--- config.mk ---
export PLATFORM = sky130hd
export DESIGN_NAME = cmsdk_ahb_burst_master
export DESIGN_NICKNAME = d
export VERILOG_FILES = /design/src/rtl/cmsdk_ahb_burst_master.sv
export SDC_FILE = /design/constraint.sdc
export NUM_CORES = 1
export LEC_CHECK = 0
export BUFFER_PORTS_ARGS = -buffer_cell sky130_fd_sc_hd__buf_2
export CORE_ASPECT_RATIO = 0.75
export CORE_MARGIN = 2
export CORE_UTILIZATION = 47
export DETAILED_ROUTE_END_ITERATION = 12
export GPL_TIMING_DRIVEN = 0
export PLACE_DENSITY_LB_ADDON = 0.08
export REMOVE_ABC_BUFFERS = 1
export SLEW_MARGIN = 20
export SYNTH_ARGS = -nofsm -noshare
export SYNTH_HDL_FRONTEND = slang
export SYNTH_SLANG_ARGS = --single-unit
--- constraint.sdc ---
create_clock -name HCLK -period 5.4 [get_ports HCLK]
set_input_delay 1.08 -clock HCLK [delete_from_list [all_inputs] [get_ports HCLK]]
set_output_delay 1.08 -clock HCLK [all_outputs]
set_load 0.03 [all_outputs]
--- src/rtl/cmsdk_ahb_burst_master.sv ---
// -----------------------------------------------------------------------------
// cmsdk_ahb_burst_master
//
// AHB-Lite initiator that turns one command into one complete burst.
// It sequences NONSEQ/SEQ (and optionally BUSY) transfers, drives HBURST and
// HMASTLOCK, absorbs HREADY wait states, and handles the two-cycle ERROR
// response by cancelling the rest of the burst. Only word transfers are issued.
//
// Optional feature macro: AHB_BURST_MASTER_BUSY_EN
//   Defined   : bursts of 3 or more beats insert one BUSY cycle after the 2nd
//               beat's address is accepted.
//   Undefined : no BUSY transfers; SEQ beats are issued back-to-back.
//
// Ports
//   HCLK, HRESET        clock, asynchronous active-high reset
//   cmd_valid/ready     command handshake (ready only when idle)
//   cmd_write           1 = write burst, 0 = read burst
//   cmd_addr            start address (bits [1:0] ignored)
//   cmd_burst           HBURST encoding for the burst
//   cmd_len             INCR beat count (0 -> 1, >16 -> 16)
//   cmd_lock            hold HMASTLOCK for the burst
//   cmd_wbase           write data seed; beat n carries cmd_wbase + n
//   HADDR..HWDATA       AHB-Lite master outputs
//   HREADY/HRESP/HRDATA AHB-Lite slave responses
//   rd_valid/rd_data    one pulse per OKAY read beat, registered data
//   done/err            end-of-burst pulse; err marks an ERROR cancel
// -----------------------------------------------------------------------------
module cmsdk_ahb_burst_master #(
    parameter int ADDR_WIDTH = 32,
    parameter int DATA_WIDTH = 32
) (
    input  logic                  HCLK,
    input  logic                  HRESET,
    input  logic                  cmd_valid,
    output logic                  cmd_ready,
    input  logic                  cmd_write,
    input  logic [ADDR_WIDTH-1:0] cmd_addr,
    input  logic [2:0]            cmd_burst,
    input  logic [4:0]            cmd_len,
    input  logic                  cmd_lock,
    input  logic [DATA_WIDTH-1:0] cmd_wbase,
    output logic [ADDR_WIDTH-1:0] HADDR,
    output logic [1:0]            HTRANS,
    output logic [2:0]            HBURST,
    output logic [2:0]            HSIZE,
    output logic                  HWRITE,
    output logic                  HMASTLOCK,
    output logic [DATA_WIDTH-1:0] HWDATA,
    input  logic                  HREADY,
    input  logic                  HRESP,
    input  logic [DATA_WIDTH-1:0] HRDATA,
    output logic                  rd_valid,
    output logic [DATA_WIDTH-1:0] rd_data,
    output logic                  done,
    output logic                  err
);

    typedef enum logic [1:0] {ST_IDLE, ST_ADDR, ST_LAST, ST_ERR} state_t;
    typedef enum logic [1:0] {
        TR_IDLE = 2'b00, TR_BUSY = 2'b01, TR_NONSEQ = 2'b10, TR_SEQ = 2'b11
    } htrans_t;
    typedef enum logic [2:0] {
        HB_SINGLE, HB_INCR, HB_WRAP4, HB_INCR4, HB_WRAP8, HB_INCR8, HB_WRAP16, HB_INCR16
    } hburst_t;

    function automatic logic [4:0] beat_count(input hburst_t burst, input logic [4:0] len);
        case (burst)
            HB_SINGLE:          return 5'd1;
            HB_INCR: begin
                if (len == 5'd0)  return 5'd1;
                if (len > 5'd16)  return 5'd16;
                return len;
            end
            HB_WRAP4, HB_INCR4: return 5'd4;
            HB_WRAP8, HB_INCR8: return 5'd8;
            default:            return 5'd16;
        endcase
    endfunction

    // +4 step; wrapping bursts keep the upper bits of their aligned window.
    function automatic logic [ADDR_WIDTH-1:0] next_addr(input logic [ADDR_WIDTH-1:0] addr,
                                                        input hburst_t burst);
        logic [ADDR_WIDTH-1:0] mask;
        logic [ADDR_WIDTH-1:0] inc;
        case (burst)
            HB_WRAP4:  mask = ADDR_WIDTH'(32'h0F);
            HB_WRAP8:  mask = ADDR_WIDTH'(32'h1F);
            HB_WRAP16: mask = ADDR_WIDTH'(32'h3F);
            default:   mask = '1;
        endcase
        inc = addr + ADDR_WIDTH'(4);
        return (addr & ~mask) | (inc & mask);
    endfunction

    // An incrementing step landing on a 1KB boundary must restart as NONSEQ.
    function automatic htrans_t seq_type(input logic [9:0] addr_lo, input hburst_t burst);
        if ((burst == HB_INCR || burst == HB_INCR4 || burst == HB_INCR8 ||
             burst == HB_INCR16) && addr_lo == 10'd0)
            return TR_NONSEQ;
        return TR_SEQ;
    endfunction

    state_t                state_q,   state_d;
    logic [ADDR_WIDTH-1:0] haddr_q,   haddr_d;
    htrans_t               htrans_q,  htrans_d;
    hburst_t               hburst_q,  hburst_d;
    logic                  hwrite_q,  hwrite_d;
    logic                  hlock_q,   hlock_d;
    logic [DATA_WIDTH-1:0] hwdata_q,  hwdata_d;
    logic [DATA_WIDTH-1:0] wbase_q,   wbase_d;
    logic [4:0]            beat_q,    beat_d;     // beats whose address was accepted
    logic [4:0]            total_q,   total_d;
    logic                  dphase_q,  dphase_d;   // a NONSEQ/SEQ data phase is in flight
    logic                  dwrite_q,  dwrite_d;
    logic                  rd_valid_q, rd_valid_d;
    logic [DATA_WIDTH-1:0] rd_data_q, rd_data_d;
    logic                  done_q,    done_d;
    logic                  err_q,     err_d;

    logic                  addr_ok;
    logic                  err_first;
    logic [ADDR_WIDTH-1:0] step_addr;

    assign addr_ok   = HREADY && (htrans_q == TR_NONSEQ || htrans_q == TR_SEQ);
    // First ERROR cycle: the pending address phase is not accepted, so it may be
    // withdrawn to IDLE on the next cycle.
    assign err_first = dphase_q && HRESP && !HREADY;
    assign step_addr = next_addr(haddr_q, hburst_q);

    always_comb begin
        // NOTE: every signal is given a default before any branch so that no
        // path through this block can infer a latch.
        state_d    = state_q;
        haddr_d    = haddr_q;
        htrans_d   = htrans_q;
        hburst_d   = hburst_q;
        hwrite_d   = hwrite_q;
        hlock_d    = hlock_q;
        hwdata_d   = hwdata_q;
        wbase_d    = wbase_q;
        beat_d     = beat_q;
        total_d    = total_q;
        dphase_d   = dphase_q;
        dwrite_d   = dwrite_q;
        rd_valid_d = 1'b0;
        rd_data_d  = rd_data_q;
        done_d     = 1'b0;
        err_d      = 1'b0;

        if (HREADY) begin
            dphase_d = addr_ok;
            dwrite_d = hwrite_q;
        end

        if (dphase_q && !dwrite_q && HREADY && !HRESP) begin
            rd_valid_d = 1'b1;
            rd_data_d  = HRDATA;
        end

        case (state_q)
            ST_IDLE: begin
                if (cmd_valid) begin
                    state_d  = ST_ADDR;
                    haddr_d  = cmd_addr & ~ADDR_WIDTH'(3);
                    htrans_d = TR_NONSEQ;
                    hburst_d = hburst_t'(cmd_burst);
                    hwrite_d = cmd_write;
                    hlock_d  = cmd_lock;
                    wbase_d  = cmd_wbase;
                    beat_d   = 5'd0;
                    total_d  = beat_count(hburst_t'(cmd_burst), cmd_len);
                end
            end
            ST_ADDR: begin
                if (err_first) begin
                    htrans_d = TR_IDLE;
                    hlock_d  = 1'b0;
                    state_d  = ST_ERR;
                end else if (addr_ok) begin
                    beat_d = beat_q + 5'd1;
                    if (hwrite_q) hwdata_d = wbase_q + DATA_WIDTH'(beat_q);
                    if (beat_q + 5'd1 == total_q) begin
                        htrans_d = TR_IDLE;
                        hlock_d  = 1'b0;
                        state_d  = ST_LAST;
                    end else begin
                        haddr_d = step_addr;
`ifdef AHB_BURST_MASTER_BUSY_EN
                        // HADDR already moves to beat 3 while BUSY is shown.
                        if (beat_q == 5'd1 && total_q >= 5'd3) htrans_d = TR_BUSY;
                        else
`endif
                        htrans_d = seq_type(step_addr[9:0], hburst_q);
                    end
                end
`ifdef AHB_BURST_MASTER_BUSY_EN
                else if (HREADY && htrans_q == TR_BUSY) begin
                    htrans_d = seq_type(haddr_q[9:0], hburst_q);
                end
`endif
            end
            ST_LAST: begin
                if (err_first) begin
                    state_d = ST_ERR;
                end else if (HREADY) begin
                    done_d  = 1'b1;
                    state_d = ST_IDLE;
                end
            end
            default: begin  // ST_ERR: wait for the second ERROR cycle
                if (HREADY) begin
                    done_d  = 1'b1;
                    err_d   = 1'b1;
                    state_d = ST_IDLE;
                end
            end
        endcase
    end

    // NOTE: sequential state uses non-blocking assignments so every flop
    // samples the pre-edge value of every other flop.
    always_ff @(posedge HCLK or posedge HRESET) begin
        if (HRESET) begin
            state_q    <= ST_IDLE;
            haddr_q    <= '0;
            htrans_q   <= TR_IDLE;
            hburst_q   <= HB_SINGLE;
            hwrite_q   <= 1'b0;
            hlock_q    <= 1'b0;
            hwdata_q   <= '0;
            wbase_q    <= '0;
            beat_q     <= '0;
            total_q    <= '0;
            dphase_q   <= 1'b0;
            dwrite_q   <= 1'b0;
            rd_valid_q <= 1'b0;
            rd_data_q  <= '0;
            done_q     <= 1'b0;
            err_q      <= 1'b0;
        end else begin
            state_q    <= state_d;
            haddr_q    <= haddr_d;
            htrans_q   <= htrans_d;
            hburst_q   <= hburst_d;
            hwrite_q   <= hwrite_d;
            hlock_q    <= hlock_d;
            hwdata_q   <= hwdata_d;
            wbase_q    <= wbase_d;
            beat_q     <= beat_d;
            total_q    <= total_d;
            dphase_q   <= dphase_d;
            dwrite_q   <= dwrite_d;
            rd_valid_q <= rd_valid_d;
            rd_data_q  <= rd_data_d;
            done_q     <= done_d;
            err_q      <= err_d;
        end
    end

    assign cmd_ready = (state_q == ST_IDLE);
    assign HADDR     = haddr_q;
    assign HTRANS    = htrans_q;
    assign HBURST    = hburst_q;
    assign HSIZE     = 3'b010;
    assign HWRITE    = hwrite_q;
    assign HMASTLOCK = hlock_q;
    assign HWDATA    = hwdata_q;
    assign rd_valid  = rd_valid_q;
    assign rd_data   = rd_data_q;
    assign done      = done_q;
    assign err       = err_q;

endmodule

==> results.txt, run 1 <==
switching part of the total power - 47.13%
Setup-failing EPs final - 0
Final HPWL DP - 14,270 um
sequential share of power - 33.9%
Max Root-Sink Buffers - 2
reg2reg start - state_q[0]
Clock Power Share - 17.8%
commonest non-fill, non-tap cell in the layout - nand2_1
register bit total from synthesis - 150
post-CTS setup buffers - 0
number of flops mapped to enable cells by yosys - 0
# hold bufs at CTS - 0
Port Buffer Count - 213
Overflow after GRT - 0
Rel. slew slack - 35.62%
clk_lat worst skew - 0.42 ns
Total Routing Usage GR - 23.05%
FP Rows - 40
# DRC - 0
synth unique cells - 65
FF-to-FF setup slack - 2.39 ns
final hold vios - 0
crit start category - primary input
logic gate share of total power - 48.3%
Worst-Margin Slew - 0.9634 ns
status - complete, no violations
Iter 0 DRT Violations - 523
number of nets in the layout - 1,131
Core ar. - 0.01592 sq mm
die height - 114.2 um
crit path DAT - 3.36 ns
syn_area_per_cell - 9.393 sq um
Area Overhead vs Synth - 24.67%
Final ANT Viol Nets - 0
Required @ worst endpoint - 5.71 ns
Pwr Total - 6310 uW
fmax - 0.3281 GHz
P per Cell Area - 665.3 mW/mm^2
io pins - 221
post-route cell area - 0.009485 sq mm
H-tree levels - 4
Sw Pwr - 2974 uW
DRT Pass-1 Iters - 5
Hold Crit Depth - 2
placed cell area - 0.008927 sq mm
routed vias - 6,623
Critical Path Sink Type - register
ys async rst share - 100.0%
Top FF cell, synth - dfrtp_1
post-DR vias/cell - 5.363
Initial Util - 47.81%
Routed WL - 19,700 um
post-cts sizing count - 0
reg-to-reg critical path endpoint - HADDR[23]
vias in the first global route - 6,033
Max-Cap Viols - 0
kind of critical path - primary input to register
largest net degree at the start of global routing - 77
peak supply drop - 387.8 uV
GPL Wtd Cong - 0.8394
Fillers - 1,459
fraction of layout cells with a size suffix above 1 - 29.79%
RSZ-0062 raised after global routing - no
Worst Skew - 0.007616 ns
Root Buffer - clkbuf_16
Ys Warns - 0
global-route wire length before repair - 31,020 um
Internal - 3336 uW
WL/cell - 15.95 um
critical path peak fanout - 41
Final WS setup - 2.352 ns
Leakage - 0.004614 uW
die area - 0.01723 sq mm
Seq/Total Area, Yosys - 49.33%
Cells after Synth - 810
Clock Pin Slew Worst Setup and Hold Paths - 0.06 ns
mapped cell area - 0.007609 sq mm
Hold Path Sink - HWDATA[10]
WHS - 0.4702 ns
setup tns final - 0 ns
Die X - 150.9 um
most frequent cells in the layout - nand2_1 (227), buf_2 (213), dfrtp_1 (150)
TritonCTS Sinks - 150
Worst Hold Launch - HWDATA[10]
CTS tree - yes
period utilization - 56.44%
Num CTS Buffers - 17
worst hold path class - register to register
Setup crit start - HREADY
Tmin final - 3.048 ns
pre-CTS WS - 1.945 ns
antenna violations before repair - 1
Slew Limit Fails - 0
worst-case reg-to-reg path depth - 5
==> flip-flops by register name, indices dropped and copies added, names as in the netlist, 2 cells and up <==
name,cells
state_q,2
HTRANS,2
total_q,5
HADDR,30
rd_data,32
wbase_q,32
HBURST,3
beat_q,5
HWDATA,32
==> cell families (layout without fill, tap and decap cells) <==
kind of cell	Yosys count	count (layout)	share of synthesized area, %
AO/OA/AOI/OAI	163	163	14.57
buffers and inverters	51	262	3.092
other	2	6	0.09870
flip-flops	150	150	49.33
AND/OR/NAND/NOR	362	362	21.64
adder cells (fa/ha/maj)	9	9	1.579
XOR/XNOR	39	39	4.670
multiplexers	34	34	5.016
==> cell usage after synthesis (all sizes together), types with 2 or more instances <==
cell type / count / area share (%)
and3: 14 / 1.2
xor2: 16 / 1.8
nand4: 12 / 1.1
o41ai: 5 / 0.58
a31oi: 7 / 0.58
clkbuf: 24 / 1.2
inv: 10 / 0.49
and4: 7 / 0.81
o21bai: 3 / 0.30
o31a: 2 / 0.35
ha: 8 / 1.3
dfrtp: 150 / 49
a21o: 4 / 0.41
o31ai: 12 / 1.2
nand3: 24 / 1.6
nor4b: 3 / 0.43
nand3b: 2 / 0.20
nor3b: 4 / 0.39
nor3: 14 / 0.99
xnor2: 22 / 2.5
nand2b: 4 / 0.33
o21ai: 59 / 3.9
mux2: 33 / 4.9
nor4: 6 / 0.69
and2: 7 / 0.58
o22ai: 4 / 0.33
nor2: 31 / 1.5
a32o: 2 / 0.26
o21a: 3 / 0.30
nand2: 231 / 11
a22o: 33 / 3.8
conb: 2 / 0.099
a21oi: 18 / 1.3
buf: 17 / 1.4
a31o: 2 / 0.23
==> cell type report <==
class / instances / area, sq um / share of cell area, %
multi-input cells: 612 / 3660 / 38.58
clock inverters: 14 / 116.4 / 1.227
inverters: 10 / 45.04 / 0.4749
well taps: 210 / 262.8 / 2.770
repair buffers: 220 / 1206 / 12.72
clock buffers: 18 / 439.2 / 4.630
diodes: 1 / 2.502 / 0.02638
flip-flops and latches: 150 / 3754 / 39.57
==> how the worst max path moves through the flow <==
| stage | to | slack, ns | cells after the start |
|---|---|---|---|
| final | HADDR[25] | 2.35 | 7 |
| after floorplan | HADDR[10] | 0.28 | 1 |
| after CTS | HADDR[25] | 2.40 | 7 |
| after detailed placement | HADDR[25] | 1.95 | 7 |
| after global placement | HADDR[5] | -1.57 | 2 |
| after global routing | HADDR[12] | 2.12 | 5 |
==> critical path: stages <==
cell,delay (ns)
buf_2,0.16
nand3b_1,0.26
a31o_1,0.40
a311o_1,0.41
nand2_2,0.58
o21ai_0,0.19
a22o_1,0.26
==> per-stage QoR <==
stage                     util [%]  instances
final                        59.60       1235
after global routing         59.58       1234
after CTS                    59.58       1234
after detailed placement     56.09       1202
after global placement       54.98       1195
after floorplan                  -        772
==> layer usage <==
layer | track usage (%) | vias to the layer above | routed length, um
met5 | 0 | - | 0
met3 | 6.375 | 20 | 1538
met2 | 34.88 | 224 | 8624
li1 | - | 3249 | -
met4 | 5.857 | 0 | 246
met1 | 32.95 | 3130 | 9288
==> power by group through the flow <==
stage	Combinational, uW	Clock, uW	Sequential, uW
floorplan	1490	0	2750
global placement	2970	0	2130
detailed placement	3060	0	2150
CTS	3070	1150	2130
global route	3350	1190	2220
finish	3050	1120	2140
Power figures use the tool's default switching activity.
==> run 2, diff against run 1 <==
- clock period: 5.4 -> 2.5 ns (I/O delays scaled with it)
==> run 2 against run 1 <==
Against the previous run:
- routed wire length decreased by 0.31%
- power increased by 120%
- critical path depth did not move
- utilization increased by 0.33 points
- global-route usage unchanged
- worst setup slack got worse by 2.2 ns
- hold slack got worse by 0.34 ns
- cell count is the same
- count of clock-buffer cells in the layout unchanged
- clock power rose by 120%
- design area is 0.55% higher
- first-iteration DRC count down 2.9%
==> results.txt, run 2 (synthesized netlist as in run 1, its figures left out) <==
worst-path cell with the longest stage delay - a311o_1 (was nand2_2)
fmax - 0.4326 GHz
Die X - 150.9 um (unchanged)
Root Buffer - clkbuf_16 (unchanged)
antenna violations before repair - 1 (unchanged)
Leakage - 0.004630 uW (was 0.004614 uW)
Pwr Total - 13,680 uW (was 6310 uW)
kind of critical path - register to register (was primary input to register)
peak supply drop - 843.1 uV (was 387.8 uV)
Num CTS Buffers - 17 (unchanged)
clk_lat worst skew - 0.42 ns (about the same)
largest net degree at the start of global routing - 77 (unchanged)
Clock Pin Slew Worst Setup and Hold Paths - 0.06 ns (about the same)
post-CTS setup buffers - 0 (unchanged)
crit start category - register (was primary input)
Overflow after GRT - 0 (unchanged)
H-tree levels - 4 (unchanged)
Required @ worst endpoint - 2.81 ns (was 5.71 ns)
post-route insts no fill - 1,235 (unchanged)
vias in the first global route - 6,033 (unchanged)
CTS tree - yes (unchanged)
RSZ-0062 raised after global routing - no (unchanged)
# hold bufs at CTS - 0 (unchanged)
Max-Cap Viols - 0 (unchanged)
commonest non-fill, non-tap cell in the layout - nand2_1 (unchanged)
Slew Limit Fails - 0 (unchanged)
status - complete, no violations (unchanged)
global-route wire length before repair - 31,020 um (unchanged)
Cell Chain, Critical Path - ha_1 > xor2_1 > xnor2_1 > a311o_1 > nand2_8 > o21ai_0 > a22o_1 (was buf_2 > nand3b_1 > a31o_1 > a311o_1 > nand2_2 > o21ai_0 > a22o_1)
most frequent cells in the layout - nand2_1 (226), buf_2 (213), dfrtp_1 (150) (was nand2_1 (227), buf_2 (213), dfrtp_1 (150))
WHS - 0.1266 ns (was 0.4702 ns)
Final HPWL DP - 14,270 um (unchanged)
routed vias - 6,636 (was 6,623)
Tmin final - 2.312 ns
Worst-Margin Slew - 0.8524 ns (was 0.9634 ns)
critical path peak fanout - 41 (unchanged)
Initial Util - 47.81% (unchanged)
worst-case reg-to-reg path depth - 7 (was 5)
period utilization - 92.47%
Final ANT Viol Nets - 0 (unchanged)
Fillers - 1,459 (unchanged)
WL/cell - 15.90 um (was 15.95 um)
worst hold path class - primary input to async pin (was register to register)
die height - 114.2 um (unchanged)
Final WS setup - 0.1882 ns (was 2.352 ns)
Worst Skew - 0.007542 ns (was 0.007616 ns)
post-DR vias/cell - 5.373 (was 5.363)
Total Routing Usage GR - 23.05% (unchanged)
FP Rows - 40 (unchanged)
P per Cell Area - 1435 mW/mm^2 (was 665.3 mW/mm^2)
Critical Path Sink Type - register (unchanged)
Area Overhead vs Synth - 25.36% (was 24.67%)
crit path DAT - 2.63 ns (was 3.36 ns)
Port Buffer Count - 213 (unchanged)
pre-CTS WS - -0.4268 ns (was 1.945 ns)
Rel. slew slack - 42.79% (was 35.62%)
# DRC - 0 (unchanged)
Iter 0 DRT Violations - 508 (was 523)
final hold vios - 0 (unchanged)
io pins - 221 (unchanged)
Routed WL - 19,640 um (was 19,700 um)
Setup-failing EPs final - 0 (unchanged)
fraction of layout cells with a size suffix above 1 - 30.18% (was 29.79%)
number of nets in the layout - 1,131 (unchanged)
Max Root-Sink Buffers - 2 (unchanged)
Core ar. - 0.01592 sq mm (unchanged)
TritonCTS Sinks - 150 (unchanged)
Placed Cells - 1,202 (unchanged)
Final Core Density - 59.93% (was 59.60%)
DRT Pass-1 Iters - 5 (unchanged)
die area - 0.01723 sq mm (unchanged)
Max stage delay on crit path - 0.50 ns (was 0.58 ns)
GPL Wtd Cong - 0.8394 (unchanged)
[run 2: final cells by class]
| class | count | area [sq um] | area share, % |
|---|---|---|---|
| clock buffers | 18 | 439.2 | 4.604 |
| well taps | 210 | 262.8 | 2.755 |
| inverters | 10 | 45.04 | 0.4723 |
| repair buffers | 220 | 1206 | 12.65 |
| flip-flops and latches | 150 | 3754 | 39.35 |
| clock inverters | 14 | 116.4 | 1.220 |
| multi-input cells | 612 | 3712 | 38.92 |
| diodes | 1 | 2.502 | 0.02624 |
[run 2: critical path, delay by kind of cell, from the launching register on]
kind | cells | cell delay (ns)
AO/OA/AOI/OAI | 3 | 0.87
flip-flops | 1 | 0.45
XOR/XNOR | 2 | 0.35
adder cells (fa/ha/maj) | 1 | 0.28
AND/OR/NAND/NOR | 1 | 0.26
[run 2: worst paths after layout]
check	from	to	slack [ns]
hold / removal	HRESET	rd_data[2]	0.13
setup reg to reg	beat_q[0]	HADDR[25]	0.19
min in group HCLK	cmd_wbase[16]	wbase_q[16]	0.26
max in group asynchronous	HRESET	HADDR[4]	1.59
hold reg to reg	HWDATA[10]	HWDATA[10]	0.47
setup / recovery	beat_q[0]	HADDR[25]	0.19
[run 2: power by group]
group | leakage (uW) | internal (uW) | total (uW) | switching [uW]
clock network | 0.000257 | 1320 | 2420 | 1100
logic | 0.00253 | 2350 | 6640 | 4290
registers | 0.00184 | 3560 | 4620 | 1060
total | 0.00463 | 7230 | 13700 | 6450
[run 2: metal layers]
metal,wire length (um),vias up,global-route usage [%]
met5,0,-,0
met4,235,0,5.857
met3,1575,18,6.375
met2,8665,224,34.88
met1,9159,3140,32.95
li1,-,3254,-
[run 2: repair_timing]
| item | CTS | global route |
|---|---|---|
| cloned | 0 | 0 |
| gates resized for setup | 3 | 7 |
| endpoints found under the setup margin | 21 | 13 |
[run 2: stage by stage]
step                setup TNS, ns  instance area [sq um]
floorplan                 -330.49                   7422
global placement          -721.56                   8751
detailed placement         -6.749                   8927
CTS                             0                   9495
global route                    0                   9535
finish                          0                   9538
